<file path="config.mk">
export PLATFORM = sky130hd
export DESIGN_NAME = fde_controller
export DESIGN_NICKNAME = d
export VERILOG_FILES = /design/src/rtl/fde_controller.sv
export SDC_FILE = /design/constraint.sdc
export NUM_CORES = 1
export LEC_CHECK = 0
export BUFFER_PORTS_ARGS = -buffer_cell sky130_fd_sc_hd__buf_4
export CAP_MARGIN = 15
export CORE_ASPECT_RATIO = 1.5
export CORE_MARGIN = 2
export CORE_UTILIZATION = 49
export CTS_CLUSTER_SIZE = 16
export DETAILED_ROUTE_END_ITERATION = 10
export HOLD_SLACK_MARGIN = 0.1
export MAX_ROUTING_LAYER = met4
export PLACE_DENSITY = 0.86
export SLEW_MARGIN = 20
export SYNTH_ARGS = -nofsm -noshare
export SYNTH_HDL_FRONTEND = slang
export SYNTH_SLANG_ARGS = --single-unit
</file>
<file path="constraint.sdc">
create_clock -name i_clk -period 3.7 [get_ports i_clk]
set_input_delay 0 -clock i_clk [delete_from_list [all_inputs] [get_ports i_clk]]
set_output_delay 0 -clock i_clk [all_outputs]
set_load 0.02 [all_outputs]
</file>
<file path="src/rtl/fde_controller.sv">
// rtl/fde_controller.sv - fetch/decode/execute sequencing controller for the FDE CPU
// Optional single-step mode (i_step input, PAUSE state) is enabled by FDE_CTRL_SINGLE_STEP_EN.
module fde_controller #(
  parameter int PC_W          = 8,
  parameter int FETCH_TIMEOUT = 15
) (
  input  logic            i_clk,
  input  logic            i_reset,
  input  logic            i_start,
`ifdef FDE_CTRL_SINGLE_STEP_EN
  input  logic            i_step,
`endif
  output logic            o_imem_req,
  output logic [PC_W-1:0] o_imem_addr,
  input  logic            i_imem_ack,
  input  logic [15:0]     i_imem_data,
  output logic [3:0]      o_rf_rd_add1,
  output logic [3:0]      o_rf_rd_add2,
  output logic [3:0]      o_alu_opcode,
  output logic [3:0]      o_alu_destadd,
  output logic            o_wb_en,
  output logic [3:0]      o_wb_add,
  output logic            o_busy,
  output logic            o_halted,
  output logic            o_error,
  output logic [15:0]     o_instr_count
);

  typedef enum logic [2:0] {
    S_IDLE   = 3'd0,
    S_FETCH  = 3'd1,
    S_DECODE = 3'd2,
    S_EXEC   = 3'd3,
    S_WB     = 3'd4,
    S_HALT   = 3'd5
`ifdef FDE_CTRL_SINGLE_STEP_EN
    , S_PAUSE = 3'd6
`endif
  } state_t;

`ifdef FDE_CTRL_SINGLE_STEP_EN
  localparam state_t S_RETIRE = S_PAUSE;
`else
  localparam state_t S_RETIRE = S_FETCH;
`endif

  localparam logic [3:0] OP_HALT = 4'hF;
  localparam logic [7:0] TIMEOUT = 8'(FETCH_TIMEOUT);

  state_t          state;
  state_t          state_nxt;
  logic [PC_W-1:0] pc;
  logic [15:0]     ir;
  logic [7:0]      wait_cnt;
  logic [15:0]     instr_count;
  logic            error;
  logic [3:0]      ir_op;
  logic            ir_is_alu;
  logic            ir_live;

  assign ir_op     = ir[15:12];
  assign ir_is_alu = (ir_op == 4'b0001) || (ir_op == 4'b0010) ||
                     (ir_op == 4'b0100) || (ir_op == 4'b1000);

  always_ff @(posedge i_clk or posedge i_reset) begin
    if (i_reset) begin
      state <= S_IDLE;
    end else begin
      state <= state_nxt;
    end
  end

  always_comb begin
    state_nxt = state;
    case (state)
      S_IDLE, S_HALT: begin
        if (i_start) state_nxt = S_FETCH;
      end
      S_FETCH: begin
        // A late ack on the timeout cycle still wins over the error halt.
        if (i_imem_ack)                state_nxt = S_DECODE;
        else if (wait_cnt == TIMEOUT)  state_nxt = S_HALT;
      end
      S_DECODE: begin
        if (ir_op == OP_HALT) state_nxt = S_HALT;
        else if (ir_is_alu)   state_nxt = S_EXEC;
        else                  state_nxt = S_RETIRE;
      end
      S_EXEC:  state_nxt = S_WB;
      S_WB:    state_nxt = S_RETIRE;
`ifdef FDE_CTRL_SINGLE_STEP_EN
      S_PAUSE: begin
        if (i_step) state_nxt = S_FETCH;
      end
`endif
      default: state_nxt = S_IDLE;
    endcase
  end

  always_ff @(posedge i_clk or posedge i_reset) begin
    if (i_reset) begin
      pc          <= '0;
      ir          <= '0;
      wait_cnt    <= '0;
      instr_count <= '0;
      error       <= 1'b0;
    end else begin
      case (state)
        S_IDLE, S_HALT: begin
          if (i_start) begin
            pc          <= '0;
            wait_cnt    <= '0;
            instr_count <= '0;
            error       <= 1'b0;
          end
        end
        S_FETCH: begin
          if (i_imem_ack) begin
            ir       <= i_imem_data;
            pc       <= pc + PC_W'(1);
            wait_cnt <= '0;
          end else if (wait_cnt == TIMEOUT) begin
            error <= 1'b1;
          end else begin
            wait_cnt <= wait_cnt + 8'd1;
          end
        end
        S_DECODE: begin
          if ((ir_op != OP_HALT) && !ir_is_alu) instr_count <= instr_count + 16'd1;
        end
        S_WB: instr_count <= instr_count + 16'd1;
        default: ;
      endcase
    end
  end

  assign ir_live = (state == S_DECODE) || (state == S_EXEC) || (state == S_WB);

  assign o_imem_req    = (state == S_FETCH);
  assign o_imem_addr   = pc;
  assign o_rf_rd_add1  = ir_live ? ir[7:4] : 4'h0;
  assign o_rf_rd_add2  = ir_live ? ir[3:0] : 4'h0;
  assign o_alu_opcode  = (state == S_EXEC) ? ir[15:12] : 4'h0;
  assign o_alu_destadd = (state == S_EXEC) ? ir[11:8] : 4'h0;
  assign o_wb_en       = (state == S_WB);
  assign o_wb_add      = (state == S_WB) ? ir[11:8] : 4'h0;
  assign o_busy        = (state != S_IDLE) && (state != S_HALT);
  assign o_halted      = (state == S_HALT);
  assign o_error       = error;
  assign o_instr_count = instr_count;

endmodule

</file>
After elaboration in Yosys (flattened, before gate mapping)
Index checks and enable logic that the tools add are counted.

operators by class
  mux-type cells = 24
  reductions and logical operators = 19
  multipliers = 0
  shifts and indexed selects = 0
  bitwise operators = 0
  $add $sub $neg = 3
  $lt $le $gt $ge = 0
  equality and inequality tests = 20
  divide/modulo/power cells = 0

operators by type and width
  operator                                                         number
  16-bit case mux with 3 select lines                              1
  16-bit 2-to-1 mux                                                2
  8-bit 2-to-1 mux                                                 4
  8-bit case mux with 2 select lines                               2
  4-bit 2-to-1 mux                                                 5
  16-bit by 1-bit adder with 16-bit output, second input constant  1
  8-bit by 1-bit adder with 8-bit output, second input constant    2
  3-bit case mux with 5 select lines                               1
  3-bit 2-to-1 mux                                                 4
  3-bit AND reduction                                              3
  4-bit == test, second input constant                             2
  8-bit by 4-bit == test with 1-bit output, second input constant  1
  3-bit by 2-bit == test with 1-bit output, second input constant  2
  3-bit == test, second input constant                             2
  2-bit != test, second input constant                             3
  3-bit != test, second input constant                             2
  3-bit nonzero test                                               2
  1-bit logical OR                                                 5
  4-bit by 1-bit == test with 1-bit output, second input constant  1
  4-bit by 2-bit == test with 1-bit output, second input constant  1
  4-bit by 3-bit == test with 1-bit output, second input constant  1
  2-bit by 1-bit != test with 1-bit output, second input constant  2
  4-bit != test, second input constant                             1
  2-bit AND reduction                                              2
  other kinds (11)                                                 14

storage, ports and cells
  latch bits = 0
  register bits after elaboration = 52
  logic and storage cells = 72
  memories kept = 0
  bits in read-only memories = 0
  output and inout port bits = 49
  input bits = 20
  bits in writable memories = 0

Depth between registers and ports, before layout
Gate-level depths: netlist of the first run.

  depth after elaboration = 8
  mapped depth = 7
  depth with buffers taken out = 6

Worst setup path before layout of the first run
OpenSTA, ideal clock, no wires.

  kind = register to register
  from = register instr_count[0] (netlist: o_instr_count[0])
  to = register instr_count[14] (netlist: o_instr_count[14])
  path slack = 1.818 ns
  library setup time = 0.133 ns
  data required time = 3.567 ns
  cell stages (with the launch flop) = 7
  path buffers = 0
  clock period less this slack = 1.882 ns
  arrival time = 1.749 ns
  path through = dfrtp_1 > ha_1 > nand3_1 > nor3_1 > a41oi_1 > o21ai_0 > o31ai_1

between the ends
  cells in the longest elaborated chain, start to end = 3

RTL lines
  element                                     line      text
  from (decl)                                 55        logic [15:0] instr_count;
  from (signal assigned)                      129       if ((ir_op != OP_HALT) && !ir_is_alu) instr_count <= instr_count + 16'd1;
  from (signal assigned)                      131       S_WB: instr_count <= instr_count + 16'd1;
  16-bit by 1-bit adder with 16-bit output *  129, 131
  16-bit 2-to-1 mux                           129
  16-bit case mux with 3 select lines *       108       case (state)

Mark *: on every way between the ends. The rest lies on a longest branch, timed or not. The select of a mux whose other input is x is not followed.
A chain may end at the register's enable or synchronous reset.

Worst setup path after layout of the first run
  from = register state[0]
  to = register instr_count[8] (netlist: o_instr_count[8])

between the ends
  cells in the longest elaborated chain, start to end = 4
  elaborated cells on any way between the ends = 10
  classes of those cells = 5 x eq/ne; 1 x mux; 4 x reduce/logical

RTL lines
  element                                                        line  text
  from (decl)                                                    50    state_t state;
  from (signal assigned)                                         69    state <= state_nxt;
  3-bit == test or 3-bit logical NOT (tied branches)             108
  2-bit OR reduction                                             108
  2-bit != test (no line) or 3-bit nonzero test (tied branches)  -
  3-bit AND reduction (no line)                                  -

Parallel ways exist; a longest one is shown, timed or not.

==> flow_metrics.env, run 1 <==
export IMPL_final_util_pct=65.7
export IMPL_synth_xor_area_share_pct=3.44
export IMPL_p_seq_share_pct=39.3
export IMPL_gr_total_overflow=0
export IMPL_p_sw_w=0.000967
export IMPL_slew_headroom_pct=28.5
export IMPL_wl_per_cell_um=15.5
export IMPL_drive_gt1_share_pct=27.2
export IMPL_die_h_um=96.6
export IMPL_synth_main_ff_cell="dfrtp_1"
export IMPL_clock_fmax_mhz=430
export IMPL_vdd_drop_max_v=0.000433
export IMPL_ys_ff_latch=52
export IMPL_via_per_inst=5.70
export IMPL_syn_area_um2=2800
export IMPL_slew_viol_final=0
export IMPL_hold_violations=0
export IMPL_clk_latency_ps=310
export IMPL_synth_cell_types=47
export IMPL_antenna_left=0
export IMPL_cts_root_buf="clkbuf_8"
export IMPL_drtPass1Iterations=4
export IMPL_coreArea_um2=5490
export IMPL_cp_required_ps=3890
export IMPL_dpl_hpwl_mm=4.52
export IMPL_die_area_um2=6350
export IMPL_synth_simple_gate_area_share_pct=23.7
export IMPL_route_detailed_drc=0
export IMPL_reg2reg_to="o_instr_count[8]"
export IMPL_p_comb_share_pct=47.1
export IMPL_first_iter_violations=165
export IMPL_max_cap_violations=0
export IMPL_pwr_density_cell_nw_per_um2=628
export IMPL_status="complete, no violations"
export IMPL_p_int_w=0.00130
export IMPL_synthCells=286
export IMPL_finalSetupViolCount=0
export IMPL_fin_tns_setup_ps=0
export IMPL_highest_layer="met4"
export IMPL_start_util_pct=51.0
export IMPL_arrival_ps=2510
export IMPL_num_antenna_cells=0
export IMPL_globalRouteTotalUtil_pct=23.5
export IMPL_r2r_cells=4
export IMPL_worstPathCellList="nor2_1, a21oi_1, nand2b_1, o21ai_0"
export IMPL_htree_levels=2
export IMPL_cts_buffers=5
export IMPL_rows=33
export IMPL_grt_pass1_vias=2352
export IMPL_wl_met1_mm=2.73
export IMPL_leakagePower_nw=1.64
export IMPL_via_count=2497
export IMPL_synth_warnings=0
export IMPL_path_clk_slew_ps=90
export IMPL_critPathKind="reg -> reg"
export IMPL_grt_pass1_wl_mm=11.5
export IMPL_p_sw_share_pct=42.6
export IMPL_rsz0062_at_grt="false"
export IMPL_antenna_found_initial=0
export IMPL_wl_mm=6.79
export IMPL_reg2reg_from="state[0]"
export IMPL_cts_setup_buffers=0
export IMPL_pin_count=69
export IMPL_fin_skew_ps=4.55
export IMPL_fill_cells=453
export IMPL_dr_wl_met3_um=199
export IMPL_syn_area_per_cell_um2=9.80
export IMPL_routabilityCongestion=0.892
export IMPL_wl_met2_mm=3.72
export IMPL_finalCritPeriodShare_pct=62.9
export IMPL_synth_edff_count=0
export IMPL_fin_crit_ps=2330
export IMPL_synth_compound_area_share_pct=14.1
export IMPL_cp_start_kind="register"
export IMPL_syn_nets=309
export IMPL_grt_max_degree=53
export IMPL_critPathMaxFanout=24
export IMPL_crit_slowest_cell="a21oi_1"
export IMPL_p_clk_share_pct=13.7
export IMPL_cp_end_kind="register"
export IMPL_rrSetupSlack_ps=1370
export IMPL_synth_fa_ha_area_share_pct=1.70
export IMPL_fp_dieW_um=65.8
export IMPL_syn_to_final_growth_pct=28.8
export IMPL_final_nets=391
export IMPL_clk_path_buf_depth=2
export IMPL_numPortBuffers=68
export IMPL_placed_cells=412
export IMPL_hp_class="in -> async"
export IMPL_ys_seq_area_share_pct=46.4
export IMPL_synthMuxAreaShare_pct=7.37
export IMPL_cts_tree="yes"
export IMPL_clock_sinks=52
export IMPL_slowest_delay_ps=880
export IMPL_worst_pin_slew_ps=1070
export IMPL_fin_cells=438
export IMPL_ys_async_sr_fraction_pct=100
export IMPL_synth_top_family_by_area="simple AND/OR/NAND/NOR gates"
routing by layer:
layer	track usage, %	up-vias
met2	38.5	58
met3	3.26	11
met5	-	-
met4	8.49	0
met1	29.2	1222
li1	-	1206
per-stage QoR:
| stage | worst slack, ps | area [µm²] | hold WS [ps] | total power [W] |
|---|---|---|---|---|
| after floorplan | 1820 | 2800 | 152 | 0.00163 |
| after global placement | 1500 | 3340 | 233 | 0.00191 |
| after detailed placement | 1470 | 3340 | 236 | 0.00194 |
| after CTS | 1440 | 3610 | 457 | 0.00226 |
| after global routing | 1150 | 3610 | 460 | 0.00242 |
| final | 1370 | 3610 | 414 | 0.00227 |
what timing repair did:
| item | 4_1_cts | 5_1_grt |
|---|---|---|
| resized for setup | 0 | 0 |
| hold buffers | 19 | 0 |
| endpoints found under the hold margin | 71 | 0 |
worst max-delay path: cells and delay by family (launching register included):
kind / cells / cell delay (ps)
AO/OA/AOI/OAI: 2 / 950
AND/OR/NAND/NOR: 2 / 460
flip-flops: 1 / 790
worst max-delay path by stage:
stage / startpoint / to / cells after the start
after floorplan: o_instr_count[0] / o_instr_count[14] / 6
after global placement: state[0] / o_instr_count[8] / 4
after detailed placement: state[0] / ir[0] / 3
after CTS: state[0] / o_instr_count[2] / 3
after global routing: state[0] / o_instr_count[2] / 3
final: state[0] / o_instr_count[8] / 4
sequential cells by signal (all words and copies together), names as in the netlist:
register and flops:
ir 16, o_instr_count 16, o_imem_addr 8, wait_cnt 8, state 3, o_error 1
area by class of cell:
type | instances | area [µm²] | share of cell area, %
multi-input combinational | 213 | 1410 | 39.0
inverter | 9 | 35.0 | 0.971
clock buffer | 6 | 72.6 | 2.01
sequential | 52 | 1300 | 36.0
clock inverter | 1 | 5.00 | 0.139
timing repair buffer | 87 | 701 | 19.4
tap | 70 | 87.6 | 2.43
Yosys cell counts (3+ instances only):
master,instances,share of area [%]
and2_1,8,1.8
o31ai_1,9,2.4
o21ai_0,22,3.9
o41ai_1,4,1.2
nand2b_1,6,1.3
buf_2,6,1.1
nor3_1,4,0.71
and3_1,15,3.3
nand3_1,13,2.3
a21oi_1,6,1.1
nor4_1,6,1.3
nand4_1,9,2.0
nor2_1,25,3.3
xor2_1,5,1.6
ha_1,3,1.3
inv_1,8,1.1
nor2b_1,9,2.0
clkbuf_1,4,0.54
nor4b_1,3,0.94
mux2_2,17,6.8
dfrtp_1,52,46
nand2_1,14,1.9
a31oi_1,5,1.1
xnor2_1,6,1.9
kinds of logic after synthesis:
family | count (synthesis)
AOI/OAI and AO/OA | 59
xor gates and xnor gates | 11
adders and majority gates | 4
buffers and inverters | 21
DFF | 52
muxes | 18
and+or+nand+nor | 121
cell usage in the layout, fill, tap and decap left out, types with 7 or more instances in the layout:
cell / n
buf_4: 68
dfrtp_1: 52
nor2_1: 25
o21ai_0: 22
dlygate4sd3_1: 19
mux2_2: 17
and3_1: 15
nand2_1: 14
nand3_1: 13
nand4_1: 9
o31ai_1: 9
nor2b_1: 9
and2_1: 8
inv_1: 7
power groups by stage:
stage | Combinational (W) | Sequential, W | Clock, W
4_1_cts | 0.00106 | 0.000886 | 0.000313
2_1_floorplan | 0.000780 | 0.000845 | 0
3_3_place_gp | 0.00102 | 0.000889 | 0
3_5_place_dp | 0.00104 | 0.000896 | 0
6_report | 0.00107 | 0.000891 | 0.000310
5_1_grt | 0.00116 | 0.000919 | 0.000339
(Power assumes the default switching activity.)
==> run 2: changes to the inputs <==
--- a/config.mk
+++ b/config.mk
@@ -5,16 +5,17 @@
 export SDC_FILE = /design/constraint.sdc
 export NUM_CORES = 1
 export LEC_CHECK = 0
+export ABC_AREA = 1
 export BUFFER_PORTS_ARGS = -buffer_cell sky130_fd_sc_hd__buf_4
 export CAP_MARGIN = 15
 export CORE_ASPECT_RATIO = 1.5
 export CORE_MARGIN = 2
-export CORE_UTILIZATION = 49
+export CORE_UTILIZATION = 48
 export CTS_CLUSTER_SIZE = 16
 export DETAILED_ROUTE_END_ITERATION = 10
 export HOLD_SLACK_MARGIN = 0.1
 export MAX_ROUTING_LAYER = met4
-export PLACE_DENSITY = 0.86
+export PLACE_DENSITY = 0.88
 export SLEW_MARGIN = 20
 export SYNTH_ARGS = -nofsm -noshare
 export SYNTH_HDL_FRONTEND = slang
==> constraint.sdc (replaced) <==
create_clock -name i_clk -period 2 [get_ports i_clk]
set_input_delay 0 -clock i_clk [delete_from_list [all_inputs] [get_ports i_clk]]
set_output_delay 0 -clock i_clk [all_outputs]
set_load 0.02 [all_outputs]
==> flow_metrics.env, run 2 <==
export IMPL_status="complete, no violations"
export IMPL_fin_crit_ps=1650
export IMPL_synth_most_common_cell="nand2_1"
export IMPL_ys_seq_area_share_pct=45.3
export IMPL_multi_input_area_um2=1370
export IMPL_hold_violations=0
export IMPL_num_antenna_cells=0
export IMPL_slew_viol_final=0
export IMPL_place_area_um2=3460
export IMPL_ys_ff_latch=52
export IMPL_die_area_um2=6640
export IMPL_crit_family="compound AO/OA/AOI/OAI gates"
export IMPL_synth_xor_area_share_pct=4.57
export IMPL_arrival_ps=1870
export IMPL_rsz0062_at_grt="false"
export IMPL_place_ws_ps=214
export IMPL_grt_max_degree=35
export IMPL_finalCritPeriodShare_pct=82.6
export IMPL_coreArea_um2=5790
export IMPL_cp_num_buf_inv=1
export IMPL_clock_sinks=52
export IMPL_drtPass1Iterations=4
export IMPL_synthMuxAreaShare_pct=0
export IMPL_syn_nets=399
export IMPL_first_iter_violations=127
export IMPL_htree_levels=2
export IMPL_synth_cell_types=27
export IMPL_syn_area_per_cell_um2=7.64
export IMPL_reg2reg_from="state[1]"
export IMPL_route_detailed_drc=0
export IMPL_drive_gt1_share_pct=23.2
export IMPL_yosys_area_top_type="dfrtp_1"
export IMPL_syn_to_final_growth_pct=30.1
export IMPL_wl_per_cell_um=12.9
export IMPL_clock_fmax_mhz=605
export IMPL_leakagePower_nw=1.90
export IMPL_die_h_um=98.8
export IMPL_synthCells=376
export IMPL_vdd_drop_max_v=0.000781
export IMPL_critPathMaxFanout=14
export IMPL_clk_path_buf_depth=2
export IMPL_timing_critical_path_from="state[1]"
export IMPL_cp_required_ps=2210
export IMPL_stdcell_area_um2=3740
export IMPL_slowest_delay_ps=470
export IMPL_synth_fa_ha_area_share_pct=1.31
export IMPL_worstPathCellList="inv_2, nand3_1, o21ai_1, nand3_4, o21ai_0"
export IMPL_cts_buffers=5
export IMPL_fill_cells=502
export IMPL_start_util_pct=49.7
export IMPL_worst_pin_slew_ps=367
export IMPL_fin_skew_ps=6.90
export IMPL_syn_area_um2=2870
export IMPL_cp_start_kind="register"
export IMPL_crit_slowest_cell="dfrtp_1"
export IMPL_max_cap_violations=0
export IMPL_cp_end_kind="register"
export IMPL_path_clk_slew_ps=90
export IMPL_routabilityCongestion=0.806
export IMPL_hp_start="i_start"
export IMPL_grt_pass1_wl_mm=11.9
export IMPL_clk_latency_ps=300
export IMPL_yosys_area_top_type_share_pct=45.3
export IMPL_hp_class="in -> reg"
export IMPL_numPortBuffers=68
export IMPL_cts_tree="yes"
export IMPL_critPathKind="reg -> reg"
export IMPL_antenna_found_initial=0
export IMPL_dpl_hpwl_mm=4.99
export IMPL_synth_top_family_by_area="simple AND/OR/NAND/NOR gates"
export IMPL_cts_setup_buffers=0
export IMPL_yosys_top_cells_area="dfrtp_1 (45%), nand2_1 (12%), nor2_1 (8.0%)"
export IMPL_via_count=2732
export IMPL_antenna_left=0
export IMPL_seq_area_um2=1300
export IMPL_grt_pass1_vias=2755
export IMPL_synth_simple_gate_area_share_pct=31.3
export IMPL_pwr_density_cell_nw_per_um2=1090
export IMPL_layout_setup_ws_ps=348
export IMPL_synth_warnings=0
export IMPL_gr_total_overflow=0
export IMPL_synthTopCellsByCount="nand2_1 (94), nor2_1 (61), dfrtp_1 (52)"
export IMPL_via_per_inst=5.08
export IMPL_fin_tns_setup_ps=0
export IMPL_finalSetupViolCount=0
export IMPL_fp_dieW_um=67.2
export IMPL_final_nets=489
export IMPL_final_common_cell="nand2_1"
export IMPL_layout_common_cells="nand2_1 (94), buf_4 (72), nor2_1 (61)"
export IMPL_globalRouteTotalUtil_pct=23.4
export IMPL_rows=34
export IMPL_slew_headroom_pct=75.4
export IMPL_wl_mm=6.95
export IMPL_pin_count=69
export IMPL_holdWs_ps=134
export IMPL_synth_main_ff_cell="dfrtp_1"
export IMPL_synth_compound_area_share_pct=10.1
export IMPL_finalPower_w=0.00408
export IMPL_cts_root_buf="clkbuf_8"
export IMPL_ys_async_sr_fraction_pct=100
export IMPL_synth_edff_count=0
-- run 2: what timing repair did --
action / 4_1_cts / 5_1_grt
endpoints found under the setup margin: 0 / 1
hold buffers: 18 / 0
endpoints found under the hold margin: 71 / 0
resized for setup: 0 / 1
-- run 2: kinds of logic (layout without fill, tap and decap cells) --
| family | Yosys count | in the layout |
|---|---|---|
| fa+ha+maj | 3 | 3 |
| simple gates | 205 | 205 |
| compound gates | 50 | 50 |
| flops | 52 | 52 |
| buf+inv | 51 | 141 |
| xor+xnor | 15 | 15 |
-- run 2: report_power, final --
part,internal (W),switching [W]
clock network,0.000309,0.000334
logic,0.000665,0.00134
registers,0.00128,0.000156
total,0.00225,0.00183
-- run 2: worst paths after layout --
path                                      to  slack (ps)  cells after the start
hold reg to reg                  wait_cnt[1]         520                      2
setup / recovery           o_instr_count[10]         350                      5
setup reg to reg           o_instr_count[10]         350                      5
hold / removal                       o_error         130                      5
max in group asynchronous              ir[9]        1200                      4
min in group asynchronous        wait_cnt[4]         190                      3
-- run 2: cell type report --
type,instances,share of cell area (%)
tap,72,2.41
sequential,52,34.8
clock buffer,7,2.58
inverter,44,4.42
multi-input combinational,273,36.5
timing repair buffer,90,19.3
-- run 2: per-stage QoR --
stage	cells	utilization (%)
floorplan	376	-
global placement	513	59.7
detailed placement	513	59.7
CTS	538	64.5
global route	538	64.6
finish	538	64.6
-- run 2: worst reg2reg max path, delay by kind of cell, from the launching register on --
kind | cells | cell delay [ps]
buffers and inverters | 1 | 120
and+or+nand+nor | 2 | 450
DFF | 1 | 470
AOI/OAI and AO/OA | 2 | 520
-- run 2: metal layers --
layer	track usage, %	vias up	part of all wire, %	wire length, µm
met1	26.0	1290	38	2660
met3	3.54	14	2.7	189
li1	-	1366	-	-
met5	-	-	0	0
met4	8.48	0	2.1	144
met2	41.4	62	57	3960
